## config.mk

```make
export PLATFORM = sky130hd
export DESIGN_NAME = iommu_reg_if_slave
export DESIGN_NICKNAME = d
export VERILOG_FILES = /design/src/rtl/iommu_reg_if_slave.sv
export SDC_FILE = /design/constraint.sdc
export NUM_CORES = 1
export LEC_CHECK = 0
export ABC_CLOCK_PERIOD_IN_PS = 4800
export CORE_AREA = 2 2 150 152
export CTS_BUF_LIST = sky130_fd_sc_hd__clkbuf_4 sky130_fd_sc_hd__clkbuf_8 sky130_fd_sc_hd__clkbuf_16
export CTS_CLUSTER_SIZE = 40
export DETAILED_ROUTE_END_ITERATION = 8
export DIE_AREA = 0 0 152 154
export GPL_ROUTABILITY_DRIVEN = 0
export PLACE_DENSITY = 0.62
export RECOVER_POWER = 25
export SLEW_MARGIN = 20
export SYNTH_ARGS = -nofsm -noshare
export SYNTH_HDL_FRONTEND = slang
export SYNTH_SLANG_ARGS = --single-unit
export TNS_END_PERCENT = 100
```

## constraint.sdc

```tcl
create_clock -name clk_i -period 4.8 [get_ports clk_i]
set_input_delay 0.48 -clock clk_i [delete_from_list [all_inputs] [get_ports clk_i]]
set_output_delay 0.48 -clock clk_i [all_outputs]
set_load 0.02 [all_outputs]
```

## src/rtl/iommu_reg_if_slave.sv

```systemverilog
// Register-interface front-end for the IOMMU register file.
// Accepts single-beat read/write requests, decodes them to a register index,
// drives the software-side field strobes for one cycle and returns the result
// over a valid/ready response channel. One transaction is in flight at a time.
module iommu_reg_if_slave #(
  parameter int               NREGS   = 8,
  parameter int               AW      = 5,
  parameter int               DW      = 32,
  parameter logic [NREGS-1:0] RC_MASK = '0
) (
  input  logic                clk_i,
  input  logic                rst_i,
  input  logic                req_valid_i,
  output logic                req_ready_o,
  input  logic [AW-1:0]       req_addr_i,
  input  logic                req_write_i,
  input  logic [DW-1:0]       req_wdata_i,
  input  logic [DW/8-1:0]     req_be_i,
  output logic                rsp_valid_o,
  input  logic                rsp_ready_i,
  output logic [DW-1:0]       rsp_rdata_o,
  output logic                rsp_error_o,
  output logic [NREGS-1:0]    reg_we_o,
  output logic [DW-1:0]       reg_wd_o,
  output logic [NREGS-1:0]    reg_re_o,
  input  logic [NREGS*DW-1:0] reg_qs_i
);

  localparam int IW = AW - 2;
  localparam int BW = DW / 8;

  typedef enum logic [1:0] {
    IDLE,
    ACCESS,
    RESP
  } state_t;

  state_t state_q, state_d;

  logic [AW-1:0]    addr_q;
  logic             write_q;
  logic [DW-1:0]    wdata_q;
  logic [BW-1:0]    be_q;
  logic [DW-1:0]    rdata_q;
  logic             error_q;

  logic [IW-1:0]    idx;
  logic [NREGS-1:0] sel_oh;
  logic [DW-1:0]    sel_qs;
  logic             hit;
  logic             dec_err;
  logic [DW-1:0]    be_mask;
  logic [DW-1:0]    merged_wd;
  logic             in_access;

  assign idx = addr_q[AW-1:2];

  // Decode the captured address into a one-hot select and the selected qs
  always_comb begin
    sel_oh = '0;
    sel_qs = '0;
    hit    = 1'b0;
    for (int i = 0; i < NREGS; i++) begin
      if (idx == IW'(i)) begin
        sel_oh[i] = 1'b1;
        sel_qs    = reg_qs_i[i*DW +: DW];
        hit       = 1'b1;
      end
    end
  end

  assign dec_err = (addr_q[1:0] != 2'b00) || !hit;

  // Expand each byte enable to a full byte of write mask
  always_comb begin
    be_mask = '0;
    for (int b = 0; b < BW; b++) begin
      be_mask[b*8 +: 8] = {8{be_q[b]}};
    end
  end

  assign merged_wd = (sel_qs & ~be_mask) | (wdata_q & be_mask);

  // Strobes are only live in ACCESS and are killed in a reset cycle
  assign in_access = (state_q == ACCESS) && !rst_i;

  // Field strobes derived from the registered state and captured request
  always_comb begin
    reg_we_o = '0;
    reg_re_o = '0;
    reg_wd_o = '0;
    if (in_access && !dec_err) begin
      if (write_q) begin
        reg_wd_o = merged_wd;
        if (be_q != '0) begin
          reg_we_o = sel_oh;
        end
      end else begin
        reg_re_o = sel_oh & RC_MASK;
      end
    end
  end

  // Next-state logic of the IDLE -> ACCESS -> RESP transaction FSM
  always_comb begin
    state_d = state_q;
    unique case (state_q)
      IDLE:    if (req_valid_i) state_d = ACCESS;
      ACCESS:  state_d = RESP;
      RESP:    if (rsp_ready_i) state_d = IDLE;
      default: state_d = IDLE;
    endcase
  end

  // State register with synchronous reset
  always_ff @(posedge clk_i) begin
    if (rst_i) begin
      state_q <= IDLE;
    end else begin
      state_q <= state_d;
    end
  end

  // Capture the request on accept and the response in the ACCESS cycle;
  // qs is sampled here so read-clear fields return their pre-clear value
  always_ff @(posedge clk_i) begin
    if (rst_i) begin
      addr_q  <= '0;
      write_q <= 1'b0;
      wdata_q <= '0;
      be_q    <= '0;
      rdata_q <= '0;
      error_q <= 1'b0;
    end else begin
      if (state_q == IDLE && req_valid_i) begin
        addr_q  <= req_addr_i;
        write_q <= req_write_i;
        wdata_q <= req_wdata_i;
        be_q    <= req_be_i;
      end
      if (state_q == ACCESS) begin
        error_q <= dec_err;
        rdata_q <= (!write_q && !dec_err) ? sel_qs : '0;
      end
    end
  end

  assign req_ready_o = (state_q == IDLE) && !rst_i;
  assign rsp_valid_o = (state_q == RESP) && !rst_i;
  assign rsp_rdata_o = rdata_q;
  assign rsp_error_o = error_q;

endmodule

```

* After elaboration in Yosys (flattened, before gate mapping) *
Cells that the tools add are included.

word-level totals
  memory bits (writable) = 0
  bits in latches = 0
  word-level logic and storage cells = 70
  input port bits = 302
  memories = 0
  register bits = 77
  memory bits (read-only) = 0
  output and inout bits = 83

operators by class
  order comparisons = 0
  reductions and logical operators = 16
  div/mod/pow operators = 0
  add/subtract/negate cells = 0
  muxes and demuxes = 32
  $mul = 0
  shift operators = 0
  equal/unequal tests = 11
  bitwise operators = 4

operators with widths
  kind                  number
  $mux W32              11
  $and A32 B32 Y32      2
  $not A32 Y32          1
  $or A32 B32 Y32       1
  $mux W8               3
  $mux W1               15
  $eq A3 B3 Y1 const B  4
  $eq A3 B2 Y1 const B  2
  $logic_and A1 B1 Y1   6
  $pmux W2 S3           1
  $logic_not A1 Y1      4
  $mux W2               2
  $ne A2 B2 Y1 const B  2
  $reduce_bool A4 Y1    1
  $eq A3 B1 Y1 const B  1
  $logic_not A3 Y1      1
  $eq A2 B1 Y1 const B  1
  $eq A2 B2 Y1 const B  1
  $logic_not A2 Y1      1
  $reduce_and A2 Y1     1
  $reduce_bool A2 Y1    1
  $logic_or A1 B1 Y1    1

* Depth between registers and ports, before layout *
  depth after elaboration = 14
  depth in mapped cells = 8
  gate-level depth less buffers = 5

* Worst setup path after synthesis *
No wires, ideal clock.

  path type = input-to-output
  start point = input port rst_i
  end point = output port reg_we_o[1]
  required time = 4.320 ns
  path slack = 2.701 ns
  arrival time = 1.619 ns
  path buffers = 0
  stages = 4
  path through = nor4_4 nand2_1 or3_1 nor2_1

on the way
  word-level cells in the longest chain between the ends = 4

ends and longest elaborated chain
  item                 RTL line  text
  from (decl)          12        input logic rst_i,
  $logic_not A1 Y1     85        assign in_access = (state_q == ACCESS) && !rst_i;
  $logic_and A1 B1 Y1  85
  $logic_and A1 B1 Y1  92        if (in_access && !dec_err) begin
  $mux W8              92
  to (decl)            23        output logic [NREGS-1:0] reg_we_o,

Every way passes these cells.

* Worst setup path after layout *
  start point = register addr_q[4]
  end point = output port reg_wd_o[29]

on the way
  word-level cells in the longest chain between the ends = 14
  elaborated cells between the ends (all ways) = 32
  those cells by class = eq/ne: 7; mux: 18; bitwise: 2; reduce/logical: 5

ends and longest elaborated chain
  item                                                               RTL line  text
  from (decl)                                                        40        logic [AW-1:0] addr_q;
  from (signal assigned)                                             136       addr_q <= req_addr_i;
  parallel branches: the longest is 13 deep, another holds $mux W32  -
  $mux W32 (*)                                                       92
  to (decl)                                                          24        output logic [DW-1:0] reg_wd_o,

Mark *: on every way between the ends.

==> qor.csv <==
stage,metric,value,unit
grt,overflow,0,
sta,tns,0,ns
synthesis,synth_common_cells,"108 x nand2_1, 97 x a21oi_1, 77 x dfxtp_1, 70 x nor2_1, 32 x mux2i_1",
synthesis,synth_most_common_cell,nand2_1,
status,violations,"capacitance limit, slew limit",
grt,antenna_found_initial,0,
setup_path,startpoint,addr_q[4],
floorplan,dieHeight,154,um
job,drv_cap,1,
route,drtIter0Drc,290,
finish,drive_above_1_share,0.0584,
floorplan,rows,54,
sta,setup_viol,0,
grt,track_usage,0.197,
synthesis,synth_edf_count,0,
route,wl_per_cell,19.3,um
synthesis,yosysSeqAreaShare,0.279,
synthesis,synth_seq_cells,77,
synthesis,synth_top_area_frac,0.279,
setup_path,critPathRequiredTime,4.32,ns
grt,grt_max_degree,66,
sta,tightest_slew,2.39,ns
sta,rsz0062_at_grt,no,
power,finalPower,2.09,mW
route,vias_per_cell,4.87,
route,vias,6114,
clock_tree,cts.hold.buffers_added,0,
floorplan,core-area,21700,um^2
finish,area_growth_syn_to_layout,74.1,%
clock_tree,cts-resized-gates,0,
synthesis,syn_area_per_cell,8.68,um^2
floorplan,ios,385,
clock_tree,clk_latency,0.34,ns
finish,diodes,0,
sta,clock_skew,0.0142,ns
finish,fin_cells,1256,
sta,slew-limit-headroom,-0.596,
setup_path,end_kind,primary output,
hold_path,hp-start,rsp_rdata_o[18],
setup_path,worst-setup-path-type,flip-flop to primary output,
clock_tree,path_clk_slew,0.07,ns
power,leakage,3.53,nW
grt,grt_pass1_wl,35.9,mm
grt,grt_pass1_vias,6073,
setup_path,worstPathCellList,nand2b_1 -> nor2_1 -> a21oi_1 -> o22ai_1 -> o21a_1 -> clkdlybuf4s50_1,
place,dp.cells,1240,
clock_tree,cts_tree,done,
clock_tree,clock_sinks,77,
power,power_density,217,nW/um^2
route,routed_wl,24.3,mm
floorplan,dieArea,23400,um^2
clock_tree,cts_buffers,9,
synthesis,postSynth.asyncResetShare,0,
clock_tree,postCtsSetupBuffers,0,
finish,final_area,9630,um^2
setup_path,r2r-start,addr_q[4],
floorplan,initial_core_util,0.255,
place,dp.final_hpwl,18.4,mm
synthesis,synth_area,5530,um^2
route,antenna_left,0,
clock_tree,root_buffer,clkbuf_16,
hold_path,min_path_type,flip-flop to flip-flop,
synthesis,yosys_warnings,0,
place,port_buffers,376,
route,drc,0,
place,placed_area,9320,um^2
setup_path,cpMaxStageDelayCell,dfxtp_2,
synthesis,synth.distinct_cells,39,
setup_path,start_kind,flip-flop,
floorplan,die_width,152,um
status,status,"finished, violations left",
synthesis,yosys-top-cells-area,"dfxtp_1 28%, mux4_1 14%, a21oi_1 8.8%, nand2_1 7.3%, mux4_2 6.5%",
setup_path,cp_data_arrival_time,3.33,ns
finish,final_nets,1273,
sta,hold_violations,0,
synthesis,netlist_instances,637,
setup_path,slowest_delay,1.00,ns
sta,fmax,0.263,GHz
route,dr.pass1.iters,5,
synthesis,synthFlopType,dfxtp_1,
clock_tree,clock_path_buffers,2,
sta,min_period,3.81,ns
power,peakVddDrop,136,uV
synthesis,yosys.area.top_type,dfxtp_1,
sta,slew_violations,48,
clock_tree,htree_levels,3,
sta,layout_worst_path_cycle_share,0.793,
setup_path,cp_max_fo,43,
[cell type report]
| class | count | area (um^2) |
|---|---|---|
| timing repair buffer | 383 | 3820 |
| clock buffer | 9 | 225 |
| inverter | 14 | 52.6 |
| tap | 280 | 350 |
| fill | 2155 | 12100 |
| multi-input combinational | 486 | 3550 |
| sequential | 77 | 1550 |
| clock inverter | 7 | 81.3 |
[flip-flops by register name, indices dropped and copies added, names as in the netlist]
register / cells
rsp_rdata_o: 32
wdata_q: 32
addr_q: 5
be_q: 4
state_q: 2
rsp_error_o: 1
write_q: 1
[power breakdown]
part           switching [mW]  internal (mW)
clock                   0.301          0.410
sequential             0.0596          0.677
combinational           0.252          0.386
total                   0.612           1.47
[kinds of logic (layout without fill, tap and decap cells)]
group                  Yosys count  count (layout)  synth area share
buffers and inverters           81             413            0.0867
flip-flops                      77              77             0.279
AO/OA/AOI/OAI                  183             183             0.200
other                            1               8          0.000678
AND/OR/NAND/NOR                215             215             0.167
multiplexers                    80              80             0.267
[critical path: cells and delay by family, from the launching register on]
family,cells,cell delay [ns]
flip-flops,1,1.00
AO/OA/AOI/OAI,3,0.73
AND/OR/NAND/NOR,2,0.60
buffers and inverters,1,0.61
[stage by stage]
step	setup slack, ns	hold WS, ns	util
after floorplan	2.70	0.436	-
after global placement	1.41	0.434	0.430
after detailed placement	1.43	0.442	0.430
after CTS	1.04	0.455	0.444
after global routing	0.894	0.476	0.444
final	0.992	0.451	0.444
[routing by layer]
layer | up-vias | track usage | routed length [um] | part of all wire
li1 | 2952 | - | - | -
met1 | 2904 | 0.241 | 10200 | 0.42
met4 | 0 | 0.0552 | 474 | 0.020
met5 | - | 0 | 0 | 0
met2 | 225 | 0.345 | 12100 | 0.50
met3 | 33 | 0.0471 | 1440 | 0.059
[layout by cell type, fill, tap and decap left out, types with 2 or more instances in the layout]
master,instances
inv_6,3
nor3_1,4
clkbuf_16,9
dfxtp_4,2
a221oi_2,6
clkdlybuf4s50_1,346
nand2_1,107
clkbuf_1,2
mux4_1,29
nor2b_1,11
mux2i_1,32
a21oi_1,97
o2111ai_1,8
conb_1,8
mux4_2,16
buf_4,5
inv_1,14
clkinv_4,2
a221oi_1,2
dfxtp_1,74
nand2b_1,10
a22o_1,11
mux2_2,3
dlygate4sd3_1,29
nor2_1,69
o22ai_1,3
o21a_1,11
o21ai_0,29
a21o_1,8
o21ai_1,8
[final timing paths]
| check | endpoint | slack [ns] | cells after the start |
|---|---|---|---|
| setup reg to reg | rsp_rdata_o[29] | 2.36 | 5 |
| hold reg to reg | rsp_rdata_o[18] | 0.45 | 2 |
| setup / recovery | reg_wd_o[29] | 0.99 | 6 |
| hold / removal | rsp_rdata_o[18] | 0.45 | 2 |
No activity file was read; power rests on OpenSTA's default activity.
